### src/rtl/noc_output_arbiter.sv
// noc_output_arbiter
// Round-robin, packet-locked arbiter for one output link of the mesh router.
// One input owns the link from its grant until its end-of-packet beat. A beat
// that reaches MAX_BEATS without eop is sent with eop forced on, so a runaway
// packet cannot hold the link forever. Beats go through a one-deep output
// register that uses valid/ready flow control.
//
// Ports:
//   clk, rst             rising-edge clock; asynchronous active-low reset
//   req_valid/req_packet one beat per input, input i in [i*PKT_W +: PKT_W]
//   req_ready            per-input accept strobe; only the owner can be ready
//   out_valid/out_packet output register contents
//   out_ready            downstream accepts out_packet
//   grant_id             current owner; meaningful only while busy=1
//   busy                 high while a packet holds the link
//   len_err              one-cycle pulse after a forced release
module noc_output_arbiter #(
  parameter int NUM_IN    = 4,
  parameter int PKT_W     = 14,
  parameter int MAX_BEATS = 8
) (
  input  logic                        clk,
  input  logic                        rst,
  input  logic [NUM_IN-1:0]           req_valid,
  input  logic [NUM_IN*PKT_W-1:0]     req_packet,
  output logic [NUM_IN-1:0]           req_ready,
  output logic                        out_valid,
  output logic [PKT_W-1:0]            out_packet,
  input  logic                        out_ready,
  output logic [$clog2(NUM_IN)-1:0]   grant_id,
  output logic                        busy,
  output logic                        len_err
);

  localparam int IDW   = $clog2(NUM_IN);
  localparam int CNT_W = $clog2(MAX_BEATS + 1);

  typedef enum logic {IDLE, LOCKED} state_e;

  state_e             state_q, state_d;
  logic [IDW-1:0]     rr_ptr_q, rr_ptr_d;
  logic [IDW-1:0]     grant_id_q, grant_id_d;
  logic [CNT_W-1:0]   beat_cnt_q, beat_cnt_d;
  logic               out_valid_q, out_valid_d;
  logic [PKT_W-1:0]   out_packet_q, out_packet_d;
  logic               len_err_q, len_err_d;

  logic [PKT_W-1:0]   pkt_arr [NUM_IN];
  logic [IDW-1:0]     pick_id;
  logic [PKT_W-1:0]   owner_beat;
  logic               accept;
  logic               forced;

  // Split the flat request bus into one beat per input.
  for (genvar gi = 0; gi < NUM_IN; gi++) begin : g_unpack
    assign pkt_arr[gi] = req_packet[gi*PKT_W +: PKT_W];
  end

  // Round-robin search from rr_ptr upwards (mod NUM_IN). The loop runs from
  // the farthest offset down, so the nearest requester is the last one
  // assigned and wins.
  always_comb begin
    logic [IDW-1:0] idx;
    pick_id = '0;
    idx     = '0;
    for (int k = NUM_IN - 1; k >= 0; k--) begin
      idx = rr_ptr_q + IDW'(k);
      if (req_valid[idx]) pick_id = idx;
    end
  end

  // State register.
  always_ff @(posedge clk or negedge rst) begin
    if (!rst) begin
      state_q      <= IDLE;
      rr_ptr_q     <= '0;
      grant_id_q   <= '0;
      beat_cnt_q   <= '0;
      out_valid_q  <= 1'b0;
      out_packet_q <= '0;
      len_err_q    <= 1'b0;
    end else begin
      state_q      <= state_d;
      rr_ptr_q     <= rr_ptr_d;
      grant_id_q   <= grant_id_d;
      beat_cnt_q   <= beat_cnt_d;
      out_valid_q  <= out_valid_d;
      out_packet_q <= out_packet_d;
      len_err_q    <= len_err_d;
    end
  end

  // Output decode. req_ready depends only on state, the output register and
  // out_ready. It never depends on req_valid, which avoids a combinational
  // loop through an upstream source that waits for ready.
  always_comb begin
    req_ready = '0;
    busy      = (state_q == LOCKED);
    if (state_q == LOCKED) begin
      req_ready[grant_id_q] = !out_valid_q || out_ready;
    end
  end

  assign owner_beat = pkt_arr[grant_id_q];
  assign accept     = (state_q == LOCKED) && req_valid[grant_id_q] && req_ready[grant_id_q];
  assign forced     = accept && !owner_beat[0] && (beat_cnt_q == CNT_W'(MAX_BEATS - 1));

  // Next-state logic.
  always_comb begin
    state_d      = state_q;
    rr_ptr_d     = rr_ptr_q;
    grant_id_d   = grant_id_q;
    beat_cnt_d   = beat_cnt_q;
    out_valid_d  = out_valid_q;
    out_packet_d = out_packet_q;
    len_err_d    = 1'b0;

    // The output register keeps draining in IDLE after the last beat.
    if (accept) begin
      out_valid_d  = 1'b1;
      out_packet_d = owner_beat;
      if (forced) out_packet_d[0] = 1'b1;
    end else if (out_ready) begin
      out_valid_d = 1'b0;
    end

    case (state_q)
      IDLE: begin
        if (|req_valid) begin
          state_d    = LOCKED;
          grant_id_d = pick_id;
          beat_cnt_d = '0;
        end
      end
      LOCKED: begin
        if (accept) begin
          if (owner_beat[0] || forced) begin
            // Release the link. The input that just finished now has the
            // lowest priority.
            state_d    = IDLE;
            rr_ptr_d   = grant_id_q + 1'b1;
            beat_cnt_d = '0;
            len_err_d  = forced;
          end else begin
            beat_cnt_d = beat_cnt_q + 1'b1;
          end
        end
      end
      default: state_d = IDLE;
    endcase
  end

  assign out_valid  = out_valid_q;
  assign out_packet = out_packet_q;
  assign grant_id   = grant_id_q;
  assign len_err    = len_err_q;

endmodule

### config.mk
export PLATFORM = sky130hd
export DESIGN_NAME = noc_output_arbiter
export DESIGN_NICKNAME = d
export VERILOG_FILES = /design/src/rtl/noc_output_arbiter.sv
export SDC_FILE = /design/constraint.sdc
export NUM_CORES = 1
export LEC_CHECK = 0
export BUFFER_PORTS_ARGS = -buffer_cell sky130_fd_sc_hd__buf_2
export CORE_ASPECT_RATIO = 0.75
export CORE_MARGIN = 2
export CORE_UTILIZATION = 48
export CTS_CLUSTER_DIAMETER = 50
export DETAILED_ROUTE_END_ITERATION = 10
export GPL_TIMING_DRIVEN = 1
export PLACE_DENSITY = 0.86
export SKIP_LAST_GASP = 1
export SLEW_MARGIN = 20
export SYNTH_ARGS = -nofsm -noshare
export SYNTH_HDL_FRONTEND = slang
export SYNTH_SLANG_ARGS = --single-unit
### constraint.sdc
create_clock -name clk -period 6.7 [get_ports clk]
set_input_delay 1.005 -clock clk [delete_from_list [all_inputs] [get_ports clk]]
set_output_delay 1.005 -clock clk [all_outputs]
set_load 0.005 [all_outputs]
Word level (Yosys, flattened, before mapping)
Index checks and enable logic that the tools add are counted.
- bitwise operators: 3
- equal/unequal tests: 3
- $lt $le $gt $ge: 7
- add/sub/neg operators: 5
- mux-type cells: 36
- reductions and logical operators: 14
- operators with widths (kind ; count):
    14-bit binary-select mux with 2-bit select ; 1
    14-bit 2-to-1 mux ; 2
    1-bit 2-to-1 mux ; 16
    4-bit 2-to-1 mux ; 4
    2-bit by 3-bit < comparator with 1-bit output (second input constant) ; 5
    1-bit binary-select mux with 2-bit select ; 6
    2-bit 2-to-1 mux ; 4
    4-bit case mux with 2 select lines ; 1
    1-bit logical AND ; 5
    2-bit by 1-bit adder with 2-bit output (second input constant) ; 2
    2-bit adder (second input constant) ; 2
    4-bit by 1-bit adder with 4-bit output (second input constant) ; 1
    4-bit AND ; 1
    4-bit by 3-bit == test with 1-bit output (second input constant) ; 1
    2-bit AND reduction ; 2
    4-bit OR reduction ; 1
    3-bit >= comparator (second input constant) ; 1
    2-bit NOT with 3-bit output ; 1
    3-bit AND reduction ; 1
    1-bit demux with 2-bit select ; 1
    2-bit by 1-bit >= comparator with 1-bit output (second input constant) ; 1
    1-bit zero test ; 2
    1-bit logical OR ; 2
    2-bit by 1-bit != test with 1-bit output (second input constant) ; 1
    4 further kinds ; 4
- output and inout port bits: 23
- input bits: 63
- word-level logic and storage cells: 75
- register bits after elaboration: 25

Logic depth before layout (Yosys ltp)
Gate-level depths: netlist of run 1.
- depth after elaboration: 15
- gate-level depth with buffers: 11
- mapped depth without buffers: 7

Least setup slack after synthesis of run 1
No wires, ideal clock.
- path kind: input port to output port
- start point: input port out_ready
- end point: output port req_ready[0]
- required time: 5.695 ns
- buffers on the path: 0
- slack: 4.328 ns
- stages on the path: 2
- arrival: 1.367 ns
- path through: nand2b_1 and3_1
- cells in the longest elaborated chain, start to end: 3
- RTL lines (item ; line ; RTL):
    from (decl) ; 29 ; input logic out_ready,
    1-bit logical OR ; 100 ; req_ready[grant_id_q] = !out_valid_q || out_ready;
    4-bit AND (no source line) ; - ;
    4-bit 2-to-1 mux ; 99 ; if (state_q == LOCKED) begin
    to (decl) ; 26 ; output logic [NUM_IN-1:0] req_ready,
Every way passes these cells.

Worst setup path after layout of run 1
- start point: register grant_id_q[1] (netlist: grant_id[1])
- end point: output port req_ready[1]
- cells in the longest elaborated chain, start to end: 6
- elaborated cells between the ends (all ways): 7
- RTL lines (item ; line ; RTL):
    from (decl) ; 42 ; logic [IDW-1:0] grant_id_q, grant_id_d;
    from (signal assigned) ; 85 ; grant_id_q <= grant_id_d;
    2-bit by 3-bit < comparator with 1-bit output (not written as such) or 2-bit by 1-bit >= comparator with 1-bit output (tied branches) ; 100 ;
    1-bit logical AND (not written as such) ; 100 ;
    1-bit 2-to-1 mux (not written as such) ; 100 ;
    1-bit demux with 2-bit select * ; 100 ;
    4-bit AND (no source line) * ; - ;
    4-bit 2-to-1 mux * ; 99 ;
Mark *: on every way between the ends. The rest lies on a longest branch, timed or not.

==> metrics.txt, run 1 <==
Tcrit/Tclk final=42.3%; startpoint types=flip-flop; Min Clock Period, post-route=between 2 and 3 ns; Area Growth Syn to Fin=31.4%; Placement Setup Slack=approximately 4 ns; layout cells sized above 1=47.4%; placed inst area=about 2000 um2; core area=between 2000 and 3000 um2; Cell Count, Final, Fillers Out=268; final core area utilization=roughly two thirds; DR pass1 iterations=4; ant diodes=0; most frequent cells in the layout=85 x buf_2, 48 x nand2_1, 25 x dfrtp_1; Int Power=~0.48 mW; Yosys warning count=0; WP data required=about 5.7 ns; port bufs=85; FFs w/ async S/R, synth=100%; DRC violations left=0; skew final=0.00214 ns; Post-Syn Nets=approximately 220; Mapped Cells=147; vias in the first global route=1373; First DRT Iteration DRCs=86; Max rail drop VDD=slightly above 0.2 mV; DR vias/cell=5.25; Final Power=roughly 0.79 mW; Lkg Pwr=about 1.1 nW; Net Switching=~0.32 mW; largest net degree at the start of global routing=26; FF+latch count, synth=25; setup_tns=0 ns; Reg clk slew, reported paths=approximately 0.080 ns; reg2reg end=beat_cnt_q[3]; postcts setup bufs=0; Top Ports=86; commonest non-fill, non-tap cell in the layout=buf_2; post-synthesis sequential area ratio=between 40% and 50%; Worst R2R Start=grant_id[1]; Hold Violations, Final=0; worst-margin pin slew=0.832 ns; final design instance area without fill=about 2000 um2; H-tree depth=1; routed via count=about 1400; Most used DFF post-synth=dfrtp_1; Worst Hold Class=reg2reg; Post-CTS Resized=0; status=finished clean; Arr. time, crit path=roughly 1.8 ns; TritonCTS clock tree=yes; r2r setup slk=around 4.1 ns; switch share=between 40% and 50%; die height=about 53 um; total CTS buffers=3; EDFF count, synth=0; GR Util All Layers=21.6%; CTS Sinks=25; DIE WIDTH=a little under 70 um; DP HPWL=between 2000 and 3000 um; Starting Density=between 50% and 60%; number of distinct library cells after synthesis=34; sequential share of power=between 30% and 40%; FF-to-FF path depth=6; CTS Buffer Depth=2; first-pass GRT wire length=just over 6000 um; Max-cap violations=0; Fill cells=roughly 250; DRT Wirelength=between 3000 and 4000 um; clock share of power=11.0%; Worst Hold End=out_packet[13]; Root Buffer=clkbuf_8; row count=17; Hold Buf Count CTS=0; worst hold path depth=2; grt ovf=0; antenna viol nets, final=0; synthesized area per cell=around 11 um2; Gate power share=53.1%; Hold WS=roughly 0.47 ns; nets@finish=about 300; drt wl/cell=14.2 um; worst skew pair latency=between 0.2 and 0.3 ns; worst rel slew slack=roughly 45%; worst-path fanout max=23; RSZ-0062 raised after global routing=no; worst hold path startpoint=out_packet[13]; Final setup violation count=0; initial antenna violation count=0; gpl congestion=about 0.76; crit path kind=reg2out; Post-Syn Area=approximately 1500 um2; pwr dens=between 300 and 400 nW/um2; placed insts=roughly 260; Die ar.=roughly 3700 um2; fmax=around 0.35 GHz; Slew Limit Fails=0; CP endpoint kind=output port; setup ws final=3.87 ns
metal layers:
layer	wire, um	GRT usage [%]	vias up
met1	1610	25.7	672
met3	199	5.33	2
met2	1970	40.1	42
li1	-	-	690
met4	22	5.56	0
met5	0	0	-
sequential cells by signal (all words and copies together) (netlist names):
name        flops
out_packet     14
beat_cnt_q      4
grant_id        2
rr_ptr_q        2
busy            1
len_err         1
out_valid       1
power by group through the flow:
stage	logic, mW	registers, mW	clock network, mW
after floorplan	0.317	0.263	0
after global placement	0.415	0.285	0
after detailed placement	0.424	0.289	0
after CTS	0.426	0.286	0.0891
after global routing	0.472	0.298	0.0967
final	0.422	0.285	0.0875
synthesized netlist by cell type (all sizes together), types with 2 or more instances:
cell    number  share of area [%]
nand2       48                 12
dfrtp       25                 40
mux4        14                 20
buf          7                2.7
nand3        7                2.3
ha           5                4.0
nor2         5                1.9
and3         4                1.6
inv          4               0.97
o21ai        4                1.3
mux2         2                1.7
mux2i        2                1.3
nand2b       2               0.81
o211ai       2               0.97
o31ai        2               0.97
cells by family after synthesis:
family / count (synthesis) / share of synthesized area [%]
fa+ha+maj: 5 / 4.04
flops: 25 / 40.4
simple gates: 71 / 20.2
compound gates: 15 / 7.44
buf+inv: 12 / 3.96
xor+xnor: 1 / 0.566
mux: 18 / 23.4
cell type report:
class | count | area, um2 | area share [%]
clock buffer | 4 | 45.0 | 2.21
inverter | 4 | 15.0 | 0.738
tap | 38 | 47.5 | 2.34
sequential | 25 | 626 | 30.8
multi-input combinational | 110 | 861 | 42.3
timing repair buffer | 87 | 440 | 21.6
worst max-delay path by stage:
stage / start / to / slack, ns
after CTS: grant_id[1] / req_ready[1] / 3.86
after detailed placement: out_ready / req_ready[3] / 4.06
final: grant_id[1] / req_ready[1] / 3.87
after global placement: out_ready / req_ready[3] / 4.07
after floorplan: out_ready / req_ready[0] / 4.33
after global routing: grant_id[1] / req_ready[1] / 3.75
worst max-delay path: stages (launching register included):
cell and delay [ns]:
dfrtp_1 0.89, inv_1 0.15, ha_1 0.23, and3_1 0.16, buf_2 0.12
(Power assumes the default switching activity.)
==> inputs of run 2 (changes only) <==
--- a/config.mk
+++ b/config.mk
@@ -5,14 +5,15 @@
 export SDC_FILE = /design/constraint.sdc
 export NUM_CORES = 1
 export LEC_CHECK = 0
+export ABC_AREA = 1
 export BUFFER_PORTS_ARGS = -buffer_cell sky130_fd_sc_hd__buf_2
 export CORE_ASPECT_RATIO = 0.75
 export CORE_MARGIN = 2
-export CORE_UTILIZATION = 48
+export CORE_UTILIZATION = 47
 export CTS_CLUSTER_DIAMETER = 50
 export DETAILED_ROUTE_END_ITERATION = 10
 export GPL_TIMING_DRIVEN = 1
-export PLACE_DENSITY = 0.86
+export PLACE_DENSITY = 0.81
 export SKIP_LAST_GASP = 1
 export SLEW_MARGIN = 20
 export SYNTH_ARGS = -nofsm -noshare
==> constraint.sdc (replaced) <==
create_clock -name clk -period 2.75 [get_ports clk]
set_input_delay 0.4125 -clock clk [delete_from_list [all_inputs] [get_ports clk]]
set_output_delay 0.4125 -clock clk [all_outputs]
set_load 0.005 [all_outputs]
==> metrics.txt, run 2 <==
Arr. time, crit path=2.26 ns (+0.43 ns); startpoint types=flip-flop; layout cells sized above 1=27.9% (-19 points); Most used DFF post-synth=dfrtp_1; Synth area leader=dfrtp_1; commonest non-fill, non-tap cell in the layout=nand2_1; Hold Buf Count CTS=0 (unchanged); slowest stage cell, crit path=dfrtp_1; CTS Buffer Depth=2 (unchanged); Fill cells=363 (+48%); crit-path leading delay family=simple AND/OR/NAND/NOR gates; Post-CTS Resized=0 (unchanged); FF+latch count, synth=25 (unchanged); CTS Sinks=25 (unchanged); Post-synth top cells=94 x nand2_1, 35 x nor2_1, 32 x o21ai_0; antenna viol nets, final=0 (unchanged); Lkg Pwr=1.34 nW (+24%); total CTS buffers=3 (unchanged); pwr dens=950 nW/um2 (+140%); initial antenna violation count=0 (unchanged); WL met3=248 um (+25%); DR vias/cell=5.09 (-3.1%); Max rail drop VDD=0.481 mV (+130%); DIE WIDTH=75.6 um (+8.7%); worst skew pair latency=0.26 ns (about the same); fmax=0.471 GHz; main area contributors after synthesis=dfrtp_1 35%, nand2_1 20%, o21ai_0 8.9%; number of distinct library cells after synthesis=26 (-24%); metal2 WL=2180 um (+11%); Hold WS=0.123 ns (-0.350 ns); Yosys top cell area share=34.6% (-5.8 points); Worst Hold Class=in2async; H-tree depth=1 (unchanged); ant diodes=0 (unchanged); Top Ports=86 (unchanged); First DRT Iteration DRCs=94 (+9.3%); FFs w/ async S/R, synth=100% (unchanged); Starting Density=49.1% (-2.5 points); Die ar.=4360 um2 (+18%); WP data required=2.89 ns (-2.80 ns); Post-Syn Area=1810 um2 (+17%); largest net degree at the start of global routing=27 (+3.8%); skew final=0.00244 ns (+0.000301 ns); GR Util All Layers=24.3% (+2.7 points); post-synthesis sequential area ratio=34.6% (-5.8 points); DR pass1 iterations=4 (unchanged); grt ovf=0 (unchanged); EDFF count, synth=0 (unchanged); Min Clock Period, post-route=between 2 and 2.5 ns; worst-margin pin slew=0.540 ns (-0.292 ns); Post-Syn Nets=347 (+61%); Root Buffer=clkbuf_8; crit path kind=reg2reg; Worst R2R Start=grant_id[0]; Reg clk slew, reported paths=0.08 ns (about the same); Area Growth Syn to Fin=26.9%; worst-path fanout max=16 (-30%); DRC violations left=0 (unchanged); row count=19 (+2); core area=3680 um2 (+23%); CP Buf/Inv Count=2 (unchanged); worst rel slew slack=64.0% (+19 points); gpl congestion=0.865 (+14%); Mapped Cells=279 (+90%); DRT Wirelength=4930 um (+30%); postcts setup bufs=0 (unchanged); DP HPWL=3810 um (+30%); Slew Limit Fails=0 (unchanged); final core area utilization=62.3% (-5.6 points); met1 wire length=2470 um (+53%); highest metal used=met4; synthesized area per cell=6.48 um2 (-38%); first-pass GRT wire length=8330 um (+35%); CP cell instances=inv_2 > ha_1 > nand2_1 > inv_1 > nand3_1 > nand3_1 > nand2_1 > nor2_4 > o21ai_2 > nand2_1 > nand2_1; Tcrit/Tclk final=77.2%; Max-cap violations=0 (unchanged); max FFs per register=14 (unchanged); Setup crit start=grant_id[0]; die height=57.7 um (+8.5%); routed via count=2085 (+48%); CP max stage delay=0.51 ns (-0.38 ns); most frequent cell after synthesis=nand2_1; port bufs=85 (unchanged); RSZ-0062 raised after global routing=no; drt wl/cell=12.0 um (-15%); cell repeated most along the worst path=nand2_1; vias in the first global route=1928 (+40%); setup_tns=0 ns (unchanged); most frequent cells in the layout=94 x nand2_1, 85 x buf_2, 35 x nor2_1; Yosys warning count=0 (unchanged); Final setup violation count=0 (unchanged); TritonCTS clock tree=yes; Hold Violations, Final=0 (unchanged); status=finished clean; CP endpoint kind=flip-flop; nets@finish=427 (+43%)
## run 2: worst paths after layout
check,end,slack [ns],cells past startpoint
hold reg to reg,out_packet[13],0.48,2
setup / recovery,busy,0.63,11
max in group asynchronous,out_packet[9],2.27,1
min in group clk,out_packet[13],0.48,2
setup reg to reg,busy,0.63,11
hold / removal,out_packet[5],0.12,1
## run 2: final cells by class
cell class	instances	area (um2)	area share (%)
inverters	26	97.6	4.25
multi-input cells	215	1010	44.2
clock buffers	4	45.0	1.96
flip-flops and latches	25	626	27.3
repair buffers	88	448	19.5
well taps	52	65.1	2.84
## run 2: power breakdown
group | internal, mW | leakage, nW | switching (mW)
clock | 0.103 | 0.0228 | 0.107
sequential | 0.518 | 0.318 | 0.132
combinational | 0.488 | 1.00 | 0.832
total | 1.11 | 1.34 | 1.07
## run 2: worst reg2reg max path, cell delays in order, from the launching register on
cell and delay (ns):
dfrtp_1 0.51, inv_2 0.23, ha_1 0.17, nand2_1 0.07
inv_1 0.07, nand3_1 0.09, nand3_1 0.15, nand2_1 0.10
nor2_4 0.32, o21ai_2 0.16, nand2_1 0.09, nand2_1 0.05
## run 2: per-stage QoR
stage	worst slack [ns]	total power, mW	area [um2]	std cells
finish	0.626	2.18	2290	410
global route	0.439	2.42	2290	410
CTS	0.641	2.18	2290	410
detailed placement	0.662	1.96	2250	406
global placement	0.743	1.93	2250	406
floorplan	0.790	1.59	1810	279
## run 2: cells by family (layout without fill, tap and decap cells)
group | after synthesis | in the layout | synth area share [%]
adders and majority gates | 5 | 5 | 3.46
AOI/OAI and AO/OA | 57 | 57 | 17.6
buffers and inverters | 39 | 118 | 9.34
DFF | 25 | 25 | 34.6
and+or+nand+nor | 152 | 152 | 34.5
xor gates and xnor gates | 1 | 1 | 0.485
## run 2: metal layers
metal | track usage, % | up-vias
met5 | 0 | -
met4 | 4.26 | 0
met3 | 5.39 | 6
met2 | 38.6 | 62
met1 | 34.7 | 952
li1 | - | 1065
==> inputs of run 3 (changes only) <==
--- a/config.mk
+++ b/config.mk
@@ -9,11 +9,11 @@
 export BUFFER_PORTS_ARGS = -buffer_cell sky130_fd_sc_hd__buf_2
 export CORE_ASPECT_RATIO = 0.75
 export CORE_MARGIN = 2
-export CORE_UTILIZATION = 47
+export CORE_UTILIZATION = 42
 export CTS_CLUSTER_DIAMETER = 50
 export DETAILED_ROUTE_END_ITERATION = 10
 export GPL_TIMING_DRIVEN = 1
-export PLACE_DENSITY = 0.81
+export PLACE_DENSITY = 0.76
 export SKIP_LAST_GASP = 1
 export SLEW_MARGIN = 20
 export SYNTH_ARGS = -nofsm -noshare
==> constraint.sdc (replaced) <==
create_clock -name clk -period 1.95 [get_ports clk]
set_input_delay 0.2925 -clock clk [delete_from_list [all_inputs] [get_ports clk]]
set_output_delay 0.2925 -clock clk [all_outputs]
set_load 0.005 [all_outputs]
==> metrics.txt, run 3 (same netlist as run 2, synthesis figures left out) <==
status=complete, but fails checks; failing checks=hold timing; CP endpoint kind=flip-flop; core area=4100 um2 (+11%); startpoint types=flip-flop; Hold WS=-0.000485 ns (-0.123 ns); Worst R2R Start=grant_id[0]; Final setup violation count=0 (unchanged); H-tree depth=1 (unchanged); WP data required=2.09 ns (-0.80 ns); antenna viol nets, final=0 (unchanged); crit-path leading delay family=simple AND/OR/NAND/NOR gates; vias in the first global route=1955 (+1.4%); DIE WIDTH=79.8 um (+5.5%); RSZ-0062 raised after global routing=no; layout cells sized above 1=30.3% (+2.4 points); Int Power=1.67 mW (+51%); Top Ports=86 (unchanged); routed via count=2061 (-1.2%); Area Growth Syn to Fin=31.2%; CP Buf/Inv Count=2 (unchanged); Max-cap violations=0 (unchanged); TritonCTS clock tree=yes; fmax=0.555 GHz (+18%); drt wl/cell=11.6 um (-3.8%); first-pass GRT wire length=8580 um (+3.0%); clock share of power=9.5% (about the same); initial antenna violation count=0 (unchanged); metal2 WL=2190 um (+0.18%); largest net degree at the start of global routing=27 (unchanged); reg2reg end=busy; grt ovf=0 (unchanged); DR vias/cell=4.90 (-3.7%); worst skew pair latency=0.27 ns (about the same); highest metal used=met4; worst-path fanout max=8 (-8); pwr dens=1350 nW/um2 (+42%); nets@finish=435 (+1.9%); GR Util All Layers=22.0% (-2.3 points); CTS Sinks=25 (unchanged); Hold Violations, Final=1 (+1); worst-margin pin slew=0.549 ns (+0.00904 ns); port bufs=85 (unchanged); Starting Density=44.1% (-5.0 points); Lkg Pwr=1.38 nW (+3.0%); Hold Buf Count CTS=0 (unchanged); Die ar.=4850 um2 (+11%); total CTS buffers=3 (unchanged); First DRT Iteration DRCs=79 (-16%); setup_tns=0 ns (unchanged); Gate power share=61.8% (+1.3 points); Worst Hold Class=in2async; CP cell instances=inv_2 > ha_1 > nand2_1 > inv_1 > nand3_1 > nand3_1 > nand2_1 > nor2_4 > o21ai_4 > nand2_1 > nand2_1; Arr. time, crit path=1.95 ns (-0.31 ns); FF-to-FF path depth=11 (unchanged); gpl congestion=0.871 (+0.73%); WL met3=260 um (+4.8%); crit path kind=reg2reg; CP max stage delay=0.47 ns (-0.04 ns); Slew Limit Fails=0 (unchanged); max FFs per register=14 (unchanged); die height=60.8 um (+5.4%); switch share=47.9% (-1.2 points); commonest non-fill, non-tap cell in the layout=nand2_1; cell repeated most along the worst path=nand2_1; Placement Setup Slack=0.0682 ns (-0.594 ns); setup ws final=0.148 ns (-0.478 ns); worst rel slew slack=63.4% (-0.60 points); Net Switching=1.54 mW (+43%); row count=20 (+1); skew final=0.00292 ns (+0.000483 ns); DR pass1 iterations=4 (unchanged); Tcrit/Tclk final=92.4% (+15 points); ant diodes=0 (unchanged); r2r setup slk=0.15 ns (-0.48 ns); CTS Buffer Depth=2 (unchanged); met1 wire length=2420 um (-2.1%); DRT Wirelength=4880 um (-1.2%); slowest stage cell, crit path=dfrtp_2; Min Clock Period, post-route=1.80 ns (-0.322 ns); Root Buffer=clkbuf_8; Reg clk slew, reported paths=0.09 ns (about the same); DRC violations left=0 (unchanged); most frequent cells in the layout=94 x nand2_1, 85 x buf_2, 35 x nor2_1; Max rail drop VDD=0.601 mV (+25%); DP HPWL=3910 um (+2.5%); sequential share of power=28.7% (-1.1 points)
-- run 3: worst register-to-register path, delay by kind of cell (launching register included) --
kind	cells	cell delay (ns)
and+or+nand+nor	7	0.75
adders and majority gates	1	0.15
DFF	1	0.47
buffers and inverters	2	0.19
AOI/OAI and AO/OA	1	0.12
-- run 3: timing repair --
action | 4_1_cts | 5_1_grt
gates resized for setup | 0 | 4
setup endpoints to repair | 0 | 12
setup buffers | 0 | 1
-- run 3: stage by stage --
stage | cells | utilization, % | hold WS [ns] | cell area, um2 | power, mW
2_1_floorplan | 279 | - | -0.00309 | 1810 | 2.24
3_3_place_gp | 416 | 56.2 | 0.313 | 2310 | 2.84
3_5_place_dp | 416 | 56.2 | 0.319 | 2310 | 2.86
4_1_cts | 420 | 57.3 | 0.0217 | 2350 | 3.19
5_1_grt | 421 | 57.8 | 0.0559 | 2370 | 3.56
6_report | 421 | 57.8 | -0.000485 | 2370 | 3.21
-- run 3: cell type report --
cell class,count,area (um2)
clock buffer,3,41.3
inverter,26,100
sequential,25,628
tap,55,68.8
multi-input combinational,215,1020
timing repair buffer,96,508
clock inverter,1,5.00
fill,395,1730
-- run 3: worst max path at each step --
stage | startpoint | endpoint | cells past startpoint
5_1_grt | grant_id[1] | out_packet[5] | 11
6_report | grant_id[0] | busy | 11
3_3_place_gp | grant_id[1] | busy | 11
3_5_place_dp | grant_id[1] | busy | 11
4_1_cts | grant_id[1] | busy | 11
2_1_floorplan | grant_id[0] | rr_ptr_q[0] | 13
-- run 3: power by group through the flow --
stage / logic [mW] / clock network [mW] / registers (mW)
2_1_floorplan: 1.36 / 0 / 0.880
3_3_place_gp: 1.92 / 0 / 0.915
3_5_place_dp: 1.94 / 0 / 0.919
4_1_cts: 1.96 / 0.318 / 0.912
5_1_grt: 2.28 / 0.334 / 0.953
6_report: 1.98 / 0.306 / 0.921
-- run 3: routing by layer --
metal / global-route usage, % / vias to the layer above
met5: 0 / -
met4: 2.66 / 0
met3: 4.02 / 2
met2: 36.6 / 52
met1: 31.5 / 923
li1: - / 1084
